[config.mk]
export PLATFORM = sky130hd
export DESIGN_NAME = tx_frame_arbiter_flat
export DESIGN_NICKNAME = d
export VERILOG_FILES = /design/src/rtl/tx_frame_arbiter_pkg.sv /design/src/rtl/tx_frame_arbiter_if.sv /design/src/rtl/tx_frame_arbiter_rr_arbiter2.sv /design/src/rtl/tx_frame_arbiter.sv /design/src/flat_wrapper.sv
export SDC_FILE = /design/constraint.sdc
export NUM_CORES = 1
export LEC_CHECK = 0
export CELL_PAD_IN_SITES_DETAIL_PLACEMENT = 1
export CELL_PAD_IN_SITES_GLOBAL_PLACEMENT = 1
export CORE_UTILIZATION = 37
export DETAILED_ROUTE_END_ITERATION = 10
export PLACE_DENSITY_LB_ADDON = 0.1
export SLEW_MARGIN = 20
export SYNTH_ARGS = -nofsm -noshare
export SYNTH_HDL_FRONTEND = slang
export SYNTH_HIERARCHICAL = 1
export SYNTH_SLANG_ARGS = --single-unit
export TNS_END_PERCENT = 100
[constraint.sdc]
create_clock -name clk -period 3.8 [get_ports clk]
set_clock_uncertainty 0.15 [all_clocks]
set_input_delay 0.57 -clock clk [delete_from_list [all_inputs] [get_ports clk]]
set_output_delay 0.57 -clock clk [all_outputs]
set_load 0.05 [all_outputs]
[src/rtl/tx_frame_arbiter_pkg.sv]
// Shared types and Ethernet defaults for the TX frame arbiter.
// Optional frame counters are enabled by the TX_ARB_FRAME_CNT_EN macro (see top).
package tx_frame_arbiter_pkg;

  localparam int ETH_MAX_FRAME = 1518;
  localparam int ETH_IFG       = 12;

  // Kept apart from the receiver's state enum so both can live in one scope.
  typedef enum logic [1:0] {
    ARB_IDLE,
    ARB_XFER,
    ARB_TRUNC,
    ARB_GAP
  } tx_arb_state_t;

  // Two-way round-robin pick; last_idx is the source granted most recently.
  function automatic logic [1:0] rr_pick(input logic [1:0] req, input logic last_idx);
    logic [1:0] gnt;
    gnt = 2'b00;
    case (req)
      2'b01:   gnt = 2'b01;
      2'b10:   gnt = 2'b10;
      2'b11:   gnt = last_idx ? 2'b01 : 2'b10;
      default: gnt = 2'b00;
    endcase
    return gnt;
  endfunction

endpackage

[src/rtl/tx_frame_arbiter_if.sv]
// Byte-wide AXI-Stream link used for both frame sources and the MAC TX port.
interface tx_frame_arbiter_if;
  logic [7:0] tdata;
  logic       tvalid;
  logic       tlast;
  logic       tready;

  modport master (output tdata, output tvalid, output tlast, input  tready);
  modport slave  (input  tdata, input  tvalid, input  tlast, output tready);
endinterface

[src/rtl/tx_frame_arbiter_rr_arbiter2.sv]
// Two-request round-robin picker with a registered "last granted" pointer.
module rr_arbiter2
  import tx_frame_arbiter_pkg::*;
(
  input  logic       clk,
  input  logic       rst_n,
  input  logic [1:0] req,
  input  logic       upd,
  input  logic       upd_idx,
  output logic [1:0] gnt
);

  logic last_q;

  // Resetting to 1 makes source 0 win the first contested pick.
  always_ff @(posedge clk) begin
    if (!rst_n)   last_q <= 1'b1;
    else if (upd) last_q <= upd_idx;
  end

  assign gnt = rr_pick(req, last_q);

endmodule

[src/rtl/tx_frame_arbiter.sv]
// Frame-atomic two-source arbiter in front of the MAC TX port, with IFG and length watchdog.
// Define TX_ARB_FRAME_CNT_EN to add per-source completed-frame counters.
module tx_frame_arbiter
  import tx_frame_arbiter_pkg::*;
#(
  parameter int IFG_CYCLES = ETH_IFG,
  parameter int MAX_LEN    = ETH_MAX_FRAME
) (
  input  logic               clk,
  input  logic               rst_n,
  tx_frame_arbiter_if.slave  s0,
  tx_frame_arbiter_if.slave  s1,
  tx_frame_arbiter_if.master m,
  output logic [1:0]         grant,
  output logic               busy,
  output logic               len_err
`ifdef TX_ARB_FRAME_CNT_EN
  ,
  output logic [15:0]        frame_cnt0,
  output logic [15:0]        frame_cnt1
`endif
);

  localparam int BW = $clog2(MAX_LEN + 1);
  localparam int GW = (IFG_CYCLES < 1) ? 1 : $clog2(IFG_CYCLES + 1);
  localparam logic [BW-1:0] BEAT_LAST = BW'(MAX_LEN - 1);
  localparam logic [GW-1:0] GAP_LOAD  = GW'(IFG_CYCLES);

  logic [1:0][7:0] src_data;
  logic [1:0]      src_valid, src_last, src_ready;

  assign src_data  = {s1.tdata,  s0.tdata};
  assign src_valid = {s1.tvalid, s0.tvalid};
  assign src_last  = {s1.tlast,  s0.tlast};
  assign s0.tready = src_ready[0];
  assign s1.tready = src_ready[1];

  tx_arb_state_t   state_q, state_d;
  logic [1:0]      grant_q, grant_d;
  logic [BW-1:0]   beat_q, beat_d;
  logic [GW-1:0]   gap_q, gap_d;
  logic            len_err_q, len_err_d;
  logic            frame_done;
  logic [1:0]      pick;

  logic            sel;
  logic            cur_valid, cur_last, at_max;
  logic [7:0]      cur_data;

  logic [7:0]      m_data;
  logic            m_valid, m_last;

  assign sel       = grant_q[1];
  assign cur_valid = src_valid[sel];
  assign cur_last  = src_last[sel];
  assign cur_data  = src_data[sel];
  assign at_max    = (beat_q == BEAT_LAST);

  rr_arbiter2 u_rr (
    .clk     (clk),
    .rst_n   (rst_n),
    .req     (src_valid),
    .upd     (frame_done),
    .upd_idx (sel),
    .gnt     (pick)
  );

  always_ff @(posedge clk) begin
    if (!rst_n) begin
      state_q   <= ARB_IDLE;
      grant_q   <= 2'b00;
      beat_q    <= '0;
      gap_q     <= '0;
      len_err_q <= 1'b0;
    end else begin
      state_q   <= state_d;
      grant_q   <= grant_d;
      beat_q    <= beat_d;
      gap_q     <= gap_d;
      len_err_q <= len_err_d;
    end
  end

  always_comb begin
    state_d    = state_q;
    grant_d    = grant_q;
    beat_d     = beat_q;
    gap_d      = gap_q;
    len_err_d  = 1'b0;
    frame_done = 1'b0;
    src_ready  = 2'b00;
    m_data     = 8'h00;
    m_valid    = 1'b0;
    m_last     = 1'b0;

    case (state_q)
      ARB_IDLE: begin
        if (|pick) begin
          grant_d = pick;
          state_d = ARB_XFER;
        end
      end

      ARB_XFER: begin
        m_data         = cur_data;
        m_valid        = cur_valid;
        m_last         = cur_last | at_max;
        src_ready[sel] = m.tready;
        if (cur_valid && m.tready) begin
          if (cur_last) begin
            frame_done = 1'b1;
          end else if (at_max) begin
            // MAC already saw tlast; swallow the rest of this frame.
            len_err_d = 1'b1;
            beat_d    = '0;
            state_d   = ARB_TRUNC;
          end else begin
            beat_d = beat_q + BW'(1);
          end
        end
      end

      ARB_TRUNC: begin
        src_ready[sel] = 1'b1;
        if (cur_valid && cur_last) frame_done = 1'b1;
      end

      ARB_GAP: begin
        // A zero IFG still spends one cycle here.
        if (gap_q <= GW'(1)) state_d = ARB_IDLE;
        else                 gap_d   = gap_q - GW'(1);
      end
    endcase

    if (frame_done) begin
      beat_d  = '0;
      grant_d = 2'b00;
      gap_d   = GAP_LOAD;
      state_d = ARB_GAP;
    end
  end

  assign m.tdata  = m_data;
  assign m.tvalid = m_valid;
  assign m.tlast  = m_last;
  assign grant    = grant_q;
  assign busy     = (state_q != ARB_IDLE);
  assign len_err  = len_err_q;

`ifdef TX_ARB_FRAME_CNT_EN
  logic [1:0][15:0] fcnt_q;

  always_ff @(posedge clk) begin
    if (!rst_n)          fcnt_q      <= '0;
    else if (frame_done) fcnt_q[sel] <= fcnt_q[sel] + 16'd1;
  end

  assign frame_cnt0 = fcnt_q[0];
  assign frame_cnt1 = fcnt_q[1];
`endif

endmodule
[src/flat_wrapper.sv]
// flat-port wrapper written by rule: the top's interface ports become plain ports
module tx_frame_arbiter_flat import tx_frame_arbiter_pkg::*;
#(
  parameter int IFG_CYCLES = ETH_IFG,
  parameter int MAX_LEN    = ETH_MAX_FRAME
)
  (clk, rst_n, grant, busy, len_err, s0_tdata, s0_tvalid, s0_tlast, s0_tready, s1_tdata, s1_tvalid, s1_tlast, s1_tready, m_tdata, m_tvalid, m_tlast, m_tready);
  tx_frame_arbiter_if s0_i ();
  tx_frame_arbiter_if s1_i ();
  tx_frame_arbiter_if m_i ();
  input  logic clk;
  input  logic rst_n;
  output logic [1:0] grant;
  output logic busy;
  output logic len_err;
  input wire logic [$bits(s0_i.tdata)-1:0] s0_tdata;
  input wire logic [$bits(s0_i.tvalid)-1:0] s0_tvalid;
  input wire logic [$bits(s0_i.tlast)-1:0] s0_tlast;
  output wire logic [$bits(s0_i.tready)-1:0] s0_tready;
  input wire logic [$bits(s1_i.tdata)-1:0] s1_tdata;
  input wire logic [$bits(s1_i.tvalid)-1:0] s1_tvalid;
  input wire logic [$bits(s1_i.tlast)-1:0] s1_tlast;
  output wire logic [$bits(s1_i.tready)-1:0] s1_tready;
  output wire logic [$bits(m_i.tdata)-1:0] m_tdata;
  output wire logic [$bits(m_i.tvalid)-1:0] m_tvalid;
  output wire logic [$bits(m_i.tlast)-1:0] m_tlast;
  input wire logic [$bits(m_i.tready)-1:0] m_tready;
  assign s0_i.tdata = s0_tdata;
  assign s0_i.tvalid = s0_tvalid;
  assign s0_i.tlast = s0_tlast;
  assign s0_tready = s0_i.tready;
  assign s1_i.tdata = s1_tdata;
  assign s1_i.tvalid = s1_tvalid;
  assign s1_i.tlast = s1_tlast;
  assign s1_tready = s1_i.tready;
  assign m_tdata = m_i.tdata;
  assign m_tvalid = m_i.tvalid;
  assign m_tlast = m_i.tlast;
  assign m_i.tready = m_tready;
  tx_frame_arbiter #(.IFG_CYCLES(IFG_CYCLES), .MAX_LEN(MAX_LEN)) u_core (.clk(clk), .rst_n(rst_n), .s0(s0_i), .s1(s1_i), .m(m_i), .grant(grant), .busy(busy), .len_err(len_err));
endmodule
==> metrics.md, run 1 <==
| Metric | Value |
|---|---|
| Drt wl/cell | 16.9 um |
| Vias | 1321 |
| YS warnings | 6 |
| Complex-gate fraction of the synthesized area | 0.209 |
| Post-Syn Area per Cell | 8.53 um^2 |
| First-pass GRT wire length | 6840 um |
| H-tree depth reported by CTS | 1 |
| Root buf cell | clkbuf_8 |
| Rel. slew slack | 0.375 |
| Post-synthesis cell type count | 42 |
| Port Buffers | 38 |
| PD cells | 388 nW/um^2 |
| Fin. max-slew vios | 0 |
| Commonest non-fill, non-tap cell in the layout | clkdlybuf4s50_1 |
| Flop pwr share | 0.346 |
| Total Nets Final | 231 |
| Psw | 0.288 mW |
| RR Startpoint | u_core/grant[1] |
| Pin count of the biggest net entering global routing | 22 |
| Slew of the pin with the lowest slew margin | 0.934 ns |
| Post-synth ARST share | 0 |
| Mapped Area | 1370 um^2 |
| Ant. Diodes | 0 |
| Worst Path Arrival | 2.56 ns |
| Setup slack, reg-to-reg | 1.06 ns |
| Critical path type | register to output port |
| Synth Register Bits | 21 |
| Resized cells post-CTS | 0 |
| Critical R2R Capture | u_core/beat_q[1] |
| Post-Layout Cell Count | 245 |
| Die X | 62.9 um |
| Reg area | 420 um^2 |
| Commonest non-fill, non-tap cells in the layout | 38 x clkdlybuf4s50_1, 21 x dfxtp_1, 13 x nor2_1 |
| WL met2 | 2370 um |
| Cts hold-fix bufs | 0 |
| Gpl congestion | 0.755 |
| Max VDD drop | 0.000144 V |
| Area of the multi-input gates | 893 um^2 |
| Power Internal | 0.426 mW |
| Comb pwr share | 0.435 |
| Final period util | 0.863 |
| Max Fclk | 0.305 GHz |
| Clock latency at the later pin of the worst-skew pair | 0.27 ns |
| Total grt overflow | 0 |
| Share of cells above drive strength 1 | 0.0452 |
| Drt total wl | 4130 um |
| Fillers | 410 |
| CTS buffer count | 3 |
| CTS tree | yes |
| RSZ-0062 raised after global routing | false |
| Core Footprint | 3440 um^2 |
| Crit path required time | 3.08 ns |
| # rows | 21 |
| Final antenna-violating net count | 0 |
| Number of max-cap violations | 0 |
| Total die area | 3960 um^2 |
| Synth Area in Adders | 0.0729 |
| Via density | 5.39 |
| Post-CTS Setup Inserts | 0 |
| Sw frac | 0.404 |
| Status | completed |
| Crit. End Element | output port |
| Placed cell count | 241 |
| Post-synthesis xor/xnor area fraction | 0.0446 |
| Clock transition at path regs | 0.08 ns |
| Initial antenna violation count | 0 |
| Min-delay src | u_core/grant[0] |
| Hold path endpoint | u_core/grant[0] |
| Total negative setup slack | 0 ns |
| Sequential fraction of the synthesis area | 0.306 |
| Post-synth EDFFs | 0 |
| Die Ht | 62.9 um |
| Syn_nets | 192 |
| Total GRT Usage | 0.225 |
| Wire length on met1 | 1650 um |
| Clk sinks | 21 |
| Area Overhead vs Synth | 33.8% |
| Critical Path Fanout Max | 15 |
| Vias in the first global route | 1415 |
| Startpoint types | register |
| Post-synthesis mux area share | 0.0893 |
| Largest family of logic cells by synthesized area | simple AND/OR/NAND/NOR gates |
| Iteration-0 DRC Markers | 36 |
| Drt pass-1 iters | 4 |
| Clk pwr share | 0.219 |
| Min cycle time layout | 3.28 ns |
| Max clock buf depth | 2 |
| Simple-gate share of the synthesized area | 0.234 |
| P_leak | 0.648 nW |
| DR top layer | met4 |
| Syn Inst Count | 161 |
| Boundary pin count | 39 |
| DP HPWL | 3310 um |
| Min-Delay Path Depth | 2 |
| Initial core utilization | 0.399 |
| DRC viols | 0 |
| Hold Violations, Final | 0 |
| Met3 routed WL | 65 um |
| Main flop type after synthesis | dfxtp_1 |
| Hold crit path type | register to register |
| Worst Reg-to-Reg Cells | 4 |
| Count of final setup violators | 0 |
## sequential cells by signal (all words and copies together) (netlist names)
register and flops:
u_core/u_rr/last_q 1, u_core/beat_q 11, u_core/state_q 2, u_core/gap_q 4, u_core/grant 2, u_core/len_err 1
## critical path, cell delays in order, from the launching register on
cell and delay (ns):
dfxtp_1 0.35, inv_1 0.12, ha_1 0.45, and2_1 0.28, o21ai_0 0.14, nor2_1 0.12, clkdlybuf4s50_1 0.83
## Yosys cell counts, types with 2 or more instances
cell       n  area share
dfxtp_1   21        0.31
nor2_1    13       0.036
a21oi_1   11       0.040
nand2_1   11       0.030
inv_1     10       0.027
mux2i_1   10       0.073
nor2b_1    9       0.041
ha_1       8       0.073
o21ai_0    6       0.022
o211ai_1   5       0.027
xnor2_1    5       0.032
a211oi_1   4       0.022
clkbuf_1   3      0.0082
nand4_1    3       0.014
o31ai_1    3       0.016
or4_1      3       0.016
a21boi_0   2       0.011
a31oi_1    2      0.0091
and3b_1    2       0.013
mux2_2     2       0.016
nand3_1    2      0.0073
nor3_1     2      0.0073
nor3b_1    2       0.011
o311a_1    2       0.015
or3_1      2      0.0091
xor2_1     2       0.013
## routing by layer
| layer | global-route usage | up-vias |
|---|---|---|
| li1 | - | 662 |
| met1 | 0.230 | 641 |
| met2 | 0.456 | 14 |
| met3 | 0.0292 | 4 |
| met4 | 0.0698 | 0 |
| met5 | 0 | - |
## power groups by stage
stage | combinational [mW] | clock [mW] | sequential [mW]
floorplan | 0.204 | 0 | 0.253
global placement | 0.302 | 0 | 0.251
CTS | 0.312 | 0.162 | 0.247
global route | 0.328 | 0.171 | 0.250
finish | 0.311 | 0.156 | 0.247
detailed placement | 0.310 | 0 | 0.252
## worst max-delay path by stage
stage                                 start         to  slack [ns]  cells after the start
after floorplan             u_core/grant[1]    m_tlast        0.57                      4
after global placement             m_tready  s0_tready        0.78                      5
after detailed placement           m_tready  s0_tready        0.71                      5
after CTS                 u_core/state_q[1]  s0_tready        0.51                      6
after global routing      u_core/state_q[1]  s0_tready        0.40                      6
final                     u_core/state_q[1]  s0_tready        0.52                      6
## logic make-up (layout without fill, tap and decap cells)
logic type,after synthesis,count (layout)
AND/OR/NAND/NOR,57,57
AO/OA/AOI/OAI,42,42
flip-flops,21,21
buffers and inverters,14,52
multiplexers,12,12
adder cells (fa/ha/maj),8,8
XOR/XNOR,7,7
## stage by stage
step / total power, mW / util / setup WS (ns) / cell area [um^2] / hold WS (ns)
floorplan: 0.456 / - / 0.574 / 1370 / 0.310
global placement: 0.552 / 0.520 / 0.779 / 1790 / 0.293
detailed placement: 0.563 / 0.520 / 0.714 / 1790 / 0.316
CTS: 0.721 / 0.534 / 0.510 / 1840 / 0.328
global route: 0.749 / 0.534 / 0.401 / 1840 / 0.358
finish: 0.714 / 0.534 / 0.521 / 1840 / 0.323
## layout make-up
cell class,count,area share
Tap cell,46,0.0313
Clock buffer,3,0.0225
Inverter,10,0.0204
Sequential cell,21,0.229
Clock inverter,1,0.00408
Multi-Input combinational cell,126,0.486
Timing Repair Buffer,38,0.207
Power figures use the tool's default switching activity.
==> inputs of run 2 (changes only) <==
--- a/config.mk
+++ b/config.mk
@@ -9,7 +9,9 @@
 export CELL_PAD_IN_SITES_GLOBAL_PLACEMENT = 1
 export CORE_UTILIZATION = 37
 export DETAILED_ROUTE_END_ITERATION = 10
+export MAX_ROUTING_LAYER = met4
 export PLACE_DENSITY_LB_ADDON = 0.1
+export SKIP_LAST_GASP = 1
 export SLEW_MARGIN = 20
 export SYNTH_ARGS = -nofsm -noshare
 export SYNTH_HDL_FRONTEND = slang
==> metrics.md, run 2 (synthesized netlist as in run 1, its figures left out) <==
| Metric | Value |
|---|---|
| Status | completed |
| Top delay family on crit path | buffers and inverters |
| Worst Reg-to-Reg Cells | 4 |
| Total grt overflow | 0 |
| Startpoint types | register |
| Count of final setup violators | 0 |
| Commonest non-fill, non-tap cell in the layout | clkdlybuf4s50_1 |
| Share of cells above drive strength 1 | 0.0452 |
| Final Power | 0.713 mW |
| Rel. slew slack | 0.376 |
| Total negative setup slack | 0 ns |
| Critical Path Fanout Max | 15 |
| Max clock buf depth | 2 |
| Resized cells post-CTS | 0 |
| Critical path type | register to output port |
| Min cycle time layout | 3.28 ns |
| Max Fclk | 0.305 GHz |
| Max incr delay on CP | 0.83 ns |
| Final WS setup | 0.522 ns |
| Final instance area | 1840 um^2 |
| Cts hold-fix bufs | 0 |
| DP HPWL | 3310 um |
| RSZ-0062 raised after global routing | false |
| Placed cell count | 241 |
| Critical R2R Capture | u_core/beat_q[1] |
| Max reg flops | 11 |
| Crit path required time | 3.08 ns |
| H-tree depth reported by CTS | 1 |
| Pin count of the biggest net entering global routing | 22 |
| CTS tree | yes |
| Initial core utilization | 0.399 |
| Placed inst area | 1790 um^2 |
| Iteration-0 DRC Markers | 28 |
| Setup slack, reg-to-reg | 1.05 ns |
| Top reg by flops | u_core/beat_q |
| Clock transition at path regs | 0.08 ns |
| CP Buf/Inv Count | 2 |
| Biggest regs | u_core/beat_q: 11 flops, u_core/gap_q: 4 flops |
| Die Ht | 62.9 um |
| Final antenna-violating net count | 0 |
| Via density | 5.40 |
| Hold Violations, Final | 0 |
| Initial antenna violation count | 0 |
| Boundary pin count | 39 |
| Hold path endpoint | u_core/grant[0] |
| CTS buffer count | 3 |
| Total Nets Final | 231 |
| Area Overhead vs Synth | 33.8% |
| CP Cell Sequence | inv_1, ha_1, and2_1, o21ai_0, nor2_1, clkdlybuf4s50_1 |
| Post-Layout Cell Count | 245 |
| Min-Delay Path Depth | 2 |
| Root buf cell | clkbuf_8 |
| Post-CTS Setup Inserts | 0 |
| First-pass GRT wire length | 6840 um |
| Crit. End Element | output port |
| # rows | 21 |
| Worst Path Arrival | 2.56 ns |
| Min-delay src | u_core/grant[0] |
| Max VDD drop | 0.000144 V |
| Ant. Diodes | 0 |
| Hold crit path type | register to register |
| PD cells | 388 nW/um^2 |
| Total die area | 3960 um^2 |
| RR Startpoint | u_core/grant[1] |
| P_leak | 0.648 nW |
| Clock latency at the later pin of the worst-skew pair | 0.27 ns |
| CP max stage cell | clkdlybuf4s50_1 |
| Drt pass-1 iters | 4 |
| Total GRT Usage | 0.231 |
| Final period util | 0.863 |
| Port Buffers | 38 |
| Number of max-cap violations | 0 |
| Die X | 62.9 um |
| Slew of the pin with the lowest slew margin | 0.932 ns |
| Commonest non-fill, non-tap cells in the layout | 38 x clkdlybuf4s50_1, 21 x dfxtp_1, 13 x nor2_1 |
| Clk sinks | 21 |
| Fin. max-slew vios | 0 |
| Vias | 1322 |
| Fin util | 0.534 |
| Setup WS pre-CTS | 0.714 ns |
| Hold WS | 0.323 ns |
| Drt wl/cell | 16.8 um |
| Vias in the first global route | 1415 |
| Gpl congestion | 0.764 |
| DRC viols | 0 |
| Core Footprint | 3440 um^2 |
| Drt total wl | 4130 um |
run 2: cell counts in the layout (fill, tap and decap cells not counted):
Identical to the previous run, type by type.
run 2: power by group:
group	switching, mW	leakage [nW]	internal (mW)
logic	0.189	0.456	0.122
registers	0.0181	0.170	0.229
clock network	0.0811	0.0217	0.0742
run 2: cell type report:
class                      instances  area (um^2)
timing repair buffer              38          380
clock inverter                     1         7.51
clock buffer                       3         41.3
tap                               46         57.6
sequential                        21          420
multi-input combinational        126          893
fill                             410         1600
inverter                          10         37.5
run 2: worst max path at each step:
stage	from	to	slack (ns)	cells past startpoint
6_report	u_core/state_q[1]	s0_tready	0.52	6
2_1_floorplan	u_core/grant[1]	m_tlast	0.57	4
3_5_place_dp	m_tready	s0_tready	0.71	5
5_1_grt	u_core/state_q[1]	s0_tready	0.40	6
3_3_place_gp	m_tready	s0_tready	0.78	5
4_1_cts	u_core/state_q[1]	s0_tready	0.51	6
run 2: tightest hold or removal path, stage by stage, from the launching register on:
cell	delay, ns
dfxtp_1	0.32
nand2_1	0.05
a21oi_1	0.06
run 2: metal layers:
metal / up-vias / global-route usage / share of wire
met5: - / - / 0
met4: 0 / 0.0698 / 0.011
met3: 4 / 0.0292 / 0.015
met2: 12 / 0.456 / 0.58
met1: 644 / 0.228 / 0.40
li1: 662 / - / -
==> inputs of run 3 (changes only) <==
--- a/config.mk
+++ b/config.mk
@@ -17,4 +17,4 @@
 export SYNTH_HDL_FRONTEND = slang
 export SYNTH_HIERARCHICAL = 1
 export SYNTH_SLANG_ARGS = --single-unit
-export TNS_END_PERCENT = 100
+export TNS_END_PERCENT = 30
==> results of run 3 <==
Same layout as run 2: the final DEF is identical, and so are final timing and power.
==> RTL change: new RTL, settings of run 1 <==
One comparison of `beat_q` changes from == to >=.
--- a/src/rtl/tx_frame_arbiter.sv
+++ b/src/rtl/tx_frame_arbiter.sv
@@ -54,7 +54,7 @@
   assign cur_valid = src_valid[sel];
   assign cur_last  = src_last[sel];
   assign cur_data  = src_data[sel];
-  assign at_max    = (beat_q == BEAT_LAST);
+  assign at_max    = (beat_q >= BEAT_LAST);
 
   rr_arbiter2 u_rr (
     .clk     (clk),
Behaviour: no difference found for any inputs over 10 cycles, from zero or initial values and one cycle with rst_n low; that may be too few to reach the edited logic, so the function may still have changed.
==> RTL change against run 1 <==
  * Sequential cell count unchanged
  * Critical path type unchanged
  * Sequential power is 2% higher
  * Worst setup slack improved by 0.049 ns
  * Global-route usage shrank 3.0 points
  * Power up 8.9%
  * Fmax up 1.5%
  * Combinational power rose by 20%
  * Synthesized area grew 0.36%
  * First-iteration DRC count rose by 33%
  * Largest power group unchanged
  * Cell area increased by 0.20%
  * Wire length down 13%
==> RTL change: results (changes against run 1) <==
headroom to the max-slew limit -> 45.5% (+8.0 points)
multiplexer share of the synthesized area -> 7.26% (-1.7 points)
post-DP HPWL -> 2900 um (-13%)
list of most frequent post-synthesis cells -> 21 x sky130_fd_sc_hd__dfxtp_1, 16 x sky130_fd_sc_hd__nor2_1, 14 x sky130_fd_sc_hd__inv_1, 11 x sky130_fd_sc_hd__xnor2_1, 10 x sky130_fd_sc_hd__mux2i_1
final net count -> 227 (-1.7%)
1st-iter DRT viols -> 48 (+33%)
clk buf depth -> 2 (unchanged)
global routing met2 resource utilization -> 36.4% (-9.1 points)
status -> completed
fraction of met3 tracks used by global routing -> 3.28% (+0.36 points)
post-synth cell types -> 39 (-7.1%)
critical path data arrival time -> 2.51 ns (-0.05 ns)
total number of yosys warnings -> 6 (unchanged)
critical path peak fanout -> 18 (+3)
Final Routed Wirelength -> 3610 um (-13%)
static leakage power -> 0.627 nW (-3.2%)
adder and majority cell fraction of the synthesized area -> 7.26% (-0.026 points)
Vias per Instance -> 5.33 (-1.2%)
share of the yosys chip area belonging to registers -> 30.5% (-0.11 points)
Pint -> 447 uW (+5.1%)
wire length of the first global-routing pass -> 6160 um (-9.9%)
largest net degree at the start of global routing -> 20 (-9.1%)
met1 Usage GRT -> 22.7% (-0.31 points)
dominant cells by area after synthesis -> sky130_fd_sc_hd__dfxtp_1 30%, sky130_fd_sc_hd__ha_1 7.3%, sky130_fd_sc_hd__mux2i_1 7.3%
Synth Area in Compound Gates -> 22.4% (+1.5 points)
fraction of final layout cells sized beyond drive strength 1 -> 7.18% (+2.7 points)
Post-Synth XOR/XNOR Area -> 6.99% (+2.5 points)
total nets after synthesis -> 189 (-1.6%)
peak supply drop -> 191 uV (+33%)
Met3 Wirelength -> 68 um (+4.6%)
worst setup path startpoint -> u_core/state_q[1]$_SDFFE_PN0P_
clock insertion delay at the later pin of the skew report -> 0.26 ns
vias in the first global route -> 1318 (-6.9%)
met2 layer wire length in the routed design -> 2010 um (-15%)
post-place instance area -> 1790 um2 (+0.21%)
total global routing track utilization -> 19.5% (-3.0 points)
final estimated routing congestion in global placement -> 0.782 (+3.6%)
-- RTL change: final timing paths --
kind,cells after the start,slack [ns],to
worst min register to register,2,0.32,u_core/grant[0]$_SDFFE_PP0P_
worst max-delay path,5,0.57,s1_tready
worst min-delay path,2,0.32,u_core/grant[0]$_SDFFE_PP0P_
worst max register to register,5,1.33,u_core/state_q[0]$_SDFFE_PN0P_
-- RTL change: worst max-delay path, cell delays in order (launching register included) --
cell	delay, ns
sky130_fd_sc_hd__dfxtp_1	0.34
sky130_fd_sc_hd__inv_1	0.11
sky130_fd_sc_hd__ha_1	0.52
sky130_fd_sc_hd__a21oi_1	0.20
sky130_fd_sc_hd__nor3b_1	0.23
sky130_fd_sc_hd__clkdlybuf4s50_1	0.84
-- RTL change: stage by stage --
step                      hold slack (ns)  cells  power [mW]  setup WS, ns
after floorplan                     0.287    158       0.513         0.567
after global placement              0.299    237       0.624         0.755
after detailed placement            0.313    237       0.634         0.734
after CTS                           0.326    241       0.788         0.549
after global routing                0.345    241       0.819         0.366
final                               0.316    241       0.777         0.570
-- RTL change: cell families after synthesis --
kind of cell / count (synthesis)
fa+ha+maj: 8
flops: 21
xor+xnor: 11
mux: 10
simple gates: 50
buf+inv: 21
compound gates: 37
-- RTL change: layout make-up --
cell class,count,area (um2)
clock buffers,3,41.3
clock inverters,1,7.51
fillers,405,1600
inverters,14,52.6
multi-input cells,116,867
flip-flops and latches,21,420
well taps,46,57.6
repair buffers,40,395
-- RTL change: power groups by stage --
stage,combinational [mW],clock [mW],sequential [mW]
after global placement,0.367,0,0.257
after global routing,0.397,0.165,0.256
final,0.373,0.151,0.253
after detailed placement,0.375,0,0.259
after floorplan,0.253,0,0.260
after CTS,0.377,0.157,0.253
